### src/rtl/plic_pkg.sv
// Shared types and sizing helpers for the PLIC per-target control stage.
package plic_pkg;

    localparam int DEF_SOURCES    = 16;
    localparam int DEF_PRIORITIES = 7;

    // Width needed to encode 0..n inclusive (ID 0 / priority 0 are reserved values).
    function automatic int bits_for(input int n);
        return $clog2(n + 1);
    endfunction

    localparam int DEF_SOURCES_BITS  = bits_for(DEF_SOURCES);
    localparam int DEF_PRIORITY_BITS = bits_for(DEF_PRIORITIES);

    localparam int NO_IRQ_ID = 0;

    typedef enum logic {
        IDLE    = 1'b0,
        CLAIMED = 1'b1
    } claim_state_e;

endpackage

### src/rtl/plic_claim_fsm.sv
// Claim/complete handshake for one outstanding claim per target.
//   state   | meaning
//   IDLE    | no claim outstanding; irq may be raised, claims are honoured
//   CLAIMED | claimed_q is in service; further claims read 0, complete must match
module plic_claim_fsm
    import plic_pkg::*;
#(
    parameter int SOURCES_BITS = DEF_SOURCES_BITS
)(
    input  logic                    clk,
    input  logic                    rst_n,
    input  logic                    eligible_i,
    input  logic [SOURCES_BITS-1:0] idx_q_i,
    input  logic                    claim_i,
    input  logic                    complete_i,
    input  logic [SOURCES_BITS-1:0] complete_id_i,
    output logic                    idle_o,
    output logic                    blank_o,
    output logic [SOURCES_BITS-1:0] id_o,
    output logic                    id_valid_o,
    output logic                    claim_req_o,
    output logic [SOURCES_BITS-1:0] claim_src_o,
    output logic                    complete_req_o,
    output logic [SOURCES_BITS-1:0] complete_src_o,
    output logic                    complete_err_o
);

    localparam logic [SOURCES_BITS-1:0] NO_ID = SOURCES_BITS'(NO_IRQ_ID);

    claim_state_e            state_q, state_d;
    logic [SOURCES_BITS-1:0] claimed_q, claimed_d;
    logic                    blank_q, blank_d;
    logic [SOURCES_BITS-1:0] id_q, id_d, claim_src_q, claim_src_d, complete_src_q, complete_src_d;
    logic                    id_valid_q, id_valid_d, claim_req_q, claim_req_d;
    logic                    complete_req_q, complete_req_d, complete_err_q, complete_err_d;

    always_ff @(posedge clk or negedge rst_n) begin
        if (!rst_n) begin
            state_q        <= IDLE;
            claimed_q      <= '0;
            blank_q        <= 1'b0;
            id_q           <= '0;
            id_valid_q     <= 1'b0;
            claim_req_q    <= 1'b0;
            claim_src_q    <= '0;
            complete_req_q <= 1'b0;
            complete_src_q <= '0;
            complete_err_q <= 1'b0;
        end else begin
            state_q        <= state_d;
            claimed_q      <= claimed_d;
            blank_q        <= blank_d;
            id_q           <= id_d;
            id_valid_q     <= id_valid_d;
            claim_req_q    <= claim_req_d;
            claim_src_q    <= claim_src_d;
            complete_req_q <= complete_req_d;
            complete_src_q <= complete_src_d;
            complete_err_q <= complete_err_d;
        end
    end

    // Both strobes are judged against the current state, so a simultaneous
    // claim+complete in CLAIMED reads 0 while the complete retires the claim.
    always_comb begin
        state_d        = state_q;
        claimed_d      = claimed_q;
        blank_d        = 1'b0;
        id_d           = id_q;
        id_valid_d     = 1'b0;
        claim_req_d    = 1'b0;
        claim_src_d    = claim_src_q;
        complete_req_d = 1'b0;
        complete_src_d = complete_src_q;
        complete_err_d = 1'b0;

        case (state_q)
            IDLE: begin
                if (claim_i) begin
                    id_valid_d = 1'b1;
                    if (eligible_i) begin
                        id_d        = idx_q_i;
                        claim_req_d = 1'b1;
                        claim_src_d = idx_q_i;
                        claimed_d   = idx_q_i;
                        state_d     = CLAIMED;
                    end else begin
                        id_d = NO_ID;
                    end
                end
                if (complete_i) begin
                    complete_err_d = 1'b1;
                end
            end
            CLAIMED: begin
                if (claim_i) begin
                    id_valid_d = 1'b1;
                    id_d       = NO_ID;
                end
                if (complete_i) begin
                    if (complete_id_i == claimed_q) begin
                        complete_req_d = 1'b1;
                        complete_src_d = claimed_q;
                        state_d        = IDLE;
                        blank_d        = 1'b1;
                    end else begin
                        complete_err_d = 1'b1;
                    end
                end
            end
            default: state_d = IDLE;
        endcase
    end

    assign idle_o         = (state_q == IDLE);
    assign blank_o        = blank_q;
    assign id_o           = id_q;
    assign id_valid_o     = id_valid_q;
    assign claim_req_o    = claim_req_q;
    assign claim_src_o    = claim_src_q;
    assign complete_req_o = complete_req_q;
    assign complete_src_o = complete_src_q;
    assign complete_err_o = complete_err_q;

endmodule

### src/rtl/plic_target_ctrl.sv
// PLIC per-target stage: registers the winning priority/ID, applies the threshold
// and drives irq_o; the claim/complete handshake lives in plic_claim_fsm.
module plic_target_ctrl
    import plic_pkg::*;
#(
    parameter int SOURCES       = DEF_SOURCES,
    parameter int PRIORITIES    = DEF_PRIORITIES,
    parameter int SOURCES_BITS  = bits_for(SOURCES),
    parameter int PRIORITY_BITS = bits_for(PRIORITIES)
)(
    input  logic                     rst_n,
    input  logic                     clk,
    input  logic [PRIORITY_BITS-1:0] priority_i,
    input  logic [SOURCES_BITS-1:0]  idx_i,
    input  logic [PRIORITY_BITS-1:0] threshold_i,
    input  logic                     claim_i,
    input  logic                     complete_i,
    input  logic [SOURCES_BITS-1:0]  complete_id_i,
    output logic                     irq_o,
    output logic [SOURCES_BITS-1:0]  id_o,
    output logic                     id_valid_o,
    output logic                     claim_req_o,
    output logic [SOURCES_BITS-1:0]  claim_src_o,
    output logic                     complete_req_o,
    output logic [SOURCES_BITS-1:0]  complete_src_o,
    output logic                     complete_err_o
);

    logic [PRIORITY_BITS-1:0] p_q;
    logic [SOURCES_BITS-1:0]  i_q;
    logic                     irq_q;
    logic                     eligible;
    logic                     idle;
    logic                     blank;

    // Priority 0 can never exceed any threshold, so it never interrupts.
    assign eligible = (p_q > threshold_i);

    always_ff @(posedge clk or negedge rst_n) begin
        if (!rst_n) begin
            p_q   <= '0;
            i_q   <= '0;
            irq_q <= 1'b0;
        end else begin
            p_q   <= priority_i;
            i_q   <= idx_i;
            irq_q <= eligible && idle && !blank && !claim_i;
        end
    end

    assign irq_o = irq_q;

    plic_claim_fsm #(
        .SOURCES_BITS (SOURCES_BITS)
    ) u_claim_fsm (
        .clk            (clk),
        .rst_n          (rst_n),
        .eligible_i     (eligible),
        .idx_q_i        (i_q),
        .claim_i        (claim_i),
        .complete_i     (complete_i),
        .complete_id_i  (complete_id_i),
        .idle_o         (idle),
        .blank_o        (blank),
        .id_o           (id_o),
        .id_valid_o     (id_valid_o),
        .claim_req_o    (claim_req_o),
        .claim_src_o    (claim_src_o),
        .complete_req_o (complete_req_o),
        .complete_src_o (complete_src_o),
        .complete_err_o (complete_err_o)
    );

endmodule

### config.mk
export PLATFORM = sky130hd
export DESIGN_NAME = plic_target_ctrl
export DESIGN_NICKNAME = d
export VERILOG_FILES = /design/src/rtl/plic_pkg.sv /design/src/rtl/plic_claim_fsm.sv /design/src/rtl/plic_target_ctrl.sv
export SDC_FILE = /design/constraint.sdc
export NUM_CORES = 1
export LEC_CHECK = 0
export BUFFER_PORTS_ARGS = -buffer_cell sky130_fd_sc_hd__buf_2
export CELL_PAD_IN_SITES_DETAIL_PLACEMENT = 0
export CELL_PAD_IN_SITES_GLOBAL_PLACEMENT = 1
export CORE_MARGIN = 3
export CORE_UTILIZATION = 37
export CTS_CLUSTER_SIZE = 25
export DETAILED_ROUTE_END_ITERATION = 10
export GPL_ROUTABILITY_DRIVEN = 0
export GPL_TIMING_DRIVEN = 0
export PLACE_DENSITY_LB_ADDON = 0.1
export SKIP_CTS_REPAIR_TIMING = 1
export SLEW_MARGIN = 20
export SYNTH_ARGS = -nofsm -noshare
export SYNTH_HDL_FRONTEND = slang
export SYNTH_SLANG_ARGS = --single-unit
### constraint.sdc
create_clock -name clk -period 2 [get_ports clk]
set_clock_uncertainty 0.05 [all_clocks]
set_input_delay 0.3 -clock clk [delete_from_list [all_inputs] [get_ports clk]]
set_output_delay 0.3 -clock clk [all_outputs]
set_load 0.01 [all_outputs]
==> impl_metrics.tcl <==
set metrics [dict create \
    required_ns 2.14 \
    cts_tree "built" \
    tightest_slew_ns 0.617 \
    yosysUniqueCellTypes 17 \
    synthTopCellsByArea "dfrtp_1 67%, mux2_2 10%, a22o_1 4.1%, xor2_1 4.1%, ha_1 3.5%" \
    dieHeight_um 60.1 \
    insertion_delay_ns 0.30 \
    power_density_nw_per_um2 1110 \
    clockPowerShare_pct 20.7 \
    reg2reg_from "p_q[2]$_DFF_PN0_" \
    r2r_end "u_claim_fsm.claim_src_o[1]$_DFFE_PN0P_" \
    yosysMostFrequentCell "dfrtp_1" \
    synthesis.area_um2 1080 \
    core-area_um2 2640 \
    clock_sinks 29 \
    run_status "finished, final reports clean" \
    fp-row-count 18 \
    yosysSeqAreaShare_pct 67.1 \
    synth_top_area_share_pct 67.1 \
    seq_area_um2 726 \
    arrival_ns 2.01 \
    p_leak_uw 0.000759 \
    grt_max_degree 30 \
    fillers 251 \
    wl_um 1980 \
    die-area_um2 3610 \
    grt_overflow_total 0 \
    place_inst 143 \
    die_w_um 60.1 \
    yosysWarnings 0 \
    max_slew_margin_pct 58.8 \
    critical_path.endpoint "u_claim_fsm.claim_src_o[1]$_DFFE_PN0P_" \
    syn-num-nets 97 \
    grt_pass1_vias 690 \
    r2r_setup_slack_ns 0.13 \
    ys_seq_elements 29 \
    dpl-instance-area_um2 1310 \
    nets 144 \
    worstSetupStartpoint "p_q[2]$_DFF_PN0_" \
    path_depth 6 \
    p_sw_share_pct 30.8 \
    path_buf_inv 1 \
    cts_max_level 2 \
    area.growth.synth_to_final_pct 27.3 \
    vias_per_cell 4.72 \
    pwr-share-comb_pct 27.0 \
    rsz0062_at_grt "no" \
    ir_worst_vdd_v 0.000752 \
    diodes 0 \
    critical_path_class "reg2reg" \
    reg2reg_depth 6 \
    slowest_stage "dfrtp_1" \
    period_needed_ns 1.87 \
    finalHoldViolations 0 \
    antenna_found_initial 0 \
    drt_iter0_markers 15 \
    synth_edf_count 0 \
    yosysTopAreaCell "dfrtp_1" \
    grt_pass1_wl_um 3300 \
    post-route-period-util_pct 93.3 \
    post-place-ws_ns -0.0521 \
    crit_fanout 10 \
    drtAntennaViolNets 0 \
    seqPwrFrac_pct 52.3 \
    cpLargestDelayFamily "compound AO/OA/AOI/OAI gates" \
    intPower_uw 1060 \
    clkTransAtPathRegs_ns 0.08 \
    finalSetupViolations 0 \
    multiInputGateArea_um2 325 \
    dr_total_vias 718 \
    hold_slack_ns 0.0441 \
    drive_gt1_share_pct 47.5 \
    max_stage_delay_ns 0.37 \
    clockBufferDepth 2 \
    synthesis.instances 74 \
    cp-end-kind "register" \
    fin_cells 152 \
    fmax_ghz 0.536 \
    dr.pass1.iters 3 \
    avgSynthCellArea_um2 14.6 \
    postLayoutCellArea_um2 1380 \
    wl_per_cell_um 13.0 \
    p_sw_uw 471 \
    start_util_pct 41.0 \
    ys_top_cells_by_count "29 x dfrtp_1, 10 x mux2_2, 7 x inv_1" \
    async_flop_share_pct 100 \
    crit_path_cell_trace "ha_1, a31oi_1, nand2_1, a21oi_2, buf_4, mux2_2" \
    min_path_type "in2reg" \
    io_buffers 39 \
    clock-root-buffer "clkbuf_4" \
    drv_cap 0 \
    slew_viol_final 0 \
    cts_buffers 5 \
    start_kind "register" \
    grt.total_usage_pct 13.1 \
    pin_count 40 \
    final.setup.worst_slack_ns 0.135 \
    synth_ff_type "dfrtp_1" \
    drc_errors 0 \
]
==> cells in the final DEF, fill, tap and decap left out, types with 2 or more instances in the layout <==
cell | synthesis | final
xor2_1 | 5 | 5
mux2_2 | 10 | 10
a22o_1 | 5 | 5
ha_1 | 3 | 3
buf_2 | 0 | 39
inv_1 | 7 | 7
clkbuf_1 | 0 | 3
dfrtp_1 | 29 | 29
nand2_1 | 2 | 2
a31oi_1 | 2 | 2
nor2_1 | 2 | 2
clkbuf_4 | 0 | 5
==> registers in the layout, summed over array words and instances (netlist names), 3 cells and up <==
signal                      flops
u_claim_fsm.complete_src_o      5
u_claim_fsm.id_o                5
p_q                             3
u_claim_fsm.claim_src_o         5
i_q                             5
==> stage by stage <==
stage / util [%] / setup TNS (ns) / power, uW
3_5_place_dp: 49.9 / -0.151 / 1230
5_1_grt: 52.2 / 0 / 1650
3_3_place_gp: 49.9 / -0.167 / 1220
6_report: 52.2 / 0 / 1530
4_1_cts: 51.7 / 0 / 1550
2_1_floorplan: - / 0 / 1050
==> layout make-up <==
type	count	share of cell area, %
Buffer	1	0.545
Clock buffer	8	3.55
Inverter	7	1.91
Multi-Input combinational cell	37	23.6
Sequential cell	29	52.7
Tap cell	30	2.73
Timing Repair Buffer	40	14.9
==> power groups by stage <==
stage,logic [uW],registers [uW],clock network [uW]
floorplan,193,854,0
global placement,413,808,0
detailed placement,419,812,0
CTS,421,801,331
global route,458,822,370
finish,414,800,316
==> per-layer routing <==
metal  GRT usage [%]  share of wire, %  wire length, um  up-vias
met5               0                 0                0        -
met4            5.70              0.66               13        0
met3            6.48               7.4              146        2
met2            19.0                47              926       27
met1            16.6                45              895      340
li1                -                 -                -      349
==> logic make-up (layout without fill, tap and decap cells) <==
logic type               Yosys count  in the layout  synth area share, %
AO/OA/AOI/OAI                     11             11                 7.29
XOR/XNOR                           5              5                 4.05
adder cells (fa/ha/maj)            3              3                 3.47
buffers and inverters              8             56                 3.13
flip-flops                        29             29                 67.1
multiplexers                      10             10                 10.4
AND/OR/NAND/NOR                    8              8                 4.51
==> how the worst min path moves through the flow <==
stage / start / to / slack [ns] / cells past startpoint
2_1_floorplan: rst_n / i_q[0]$_DFF_PN0_ / -0.05 / 0
3_3_place_gp: rst_n / irq_o$_DFF_PN0_ / 0.31 / 1
3_5_place_dp: rst_n / irq_o$_DFF_PN0_ / 0.31 / 1
4_1_cts: rst_n / irq_o$_DFF_PN0_ / -0.04 / 1
5_1_grt: idx_i[2] / i_q[2]$_DFF_PN0_ / 0.004 / 1
6_report: priority_i[2] / p_q[2]$_DFF_PN0_ / 0.04 / 1
==> worst reg2reg max path, cell delays in order, from the launching register on <==
cell and delay [ns]:
dfrtp_1 0.37, ha_1 0.29, a31oi_1 0.21, nand2_1 0.09, a21oi_2 0.19, buf_4 0.22
mux2_2 0.34
No activity file was read; power rests on OpenSTA's default activity.
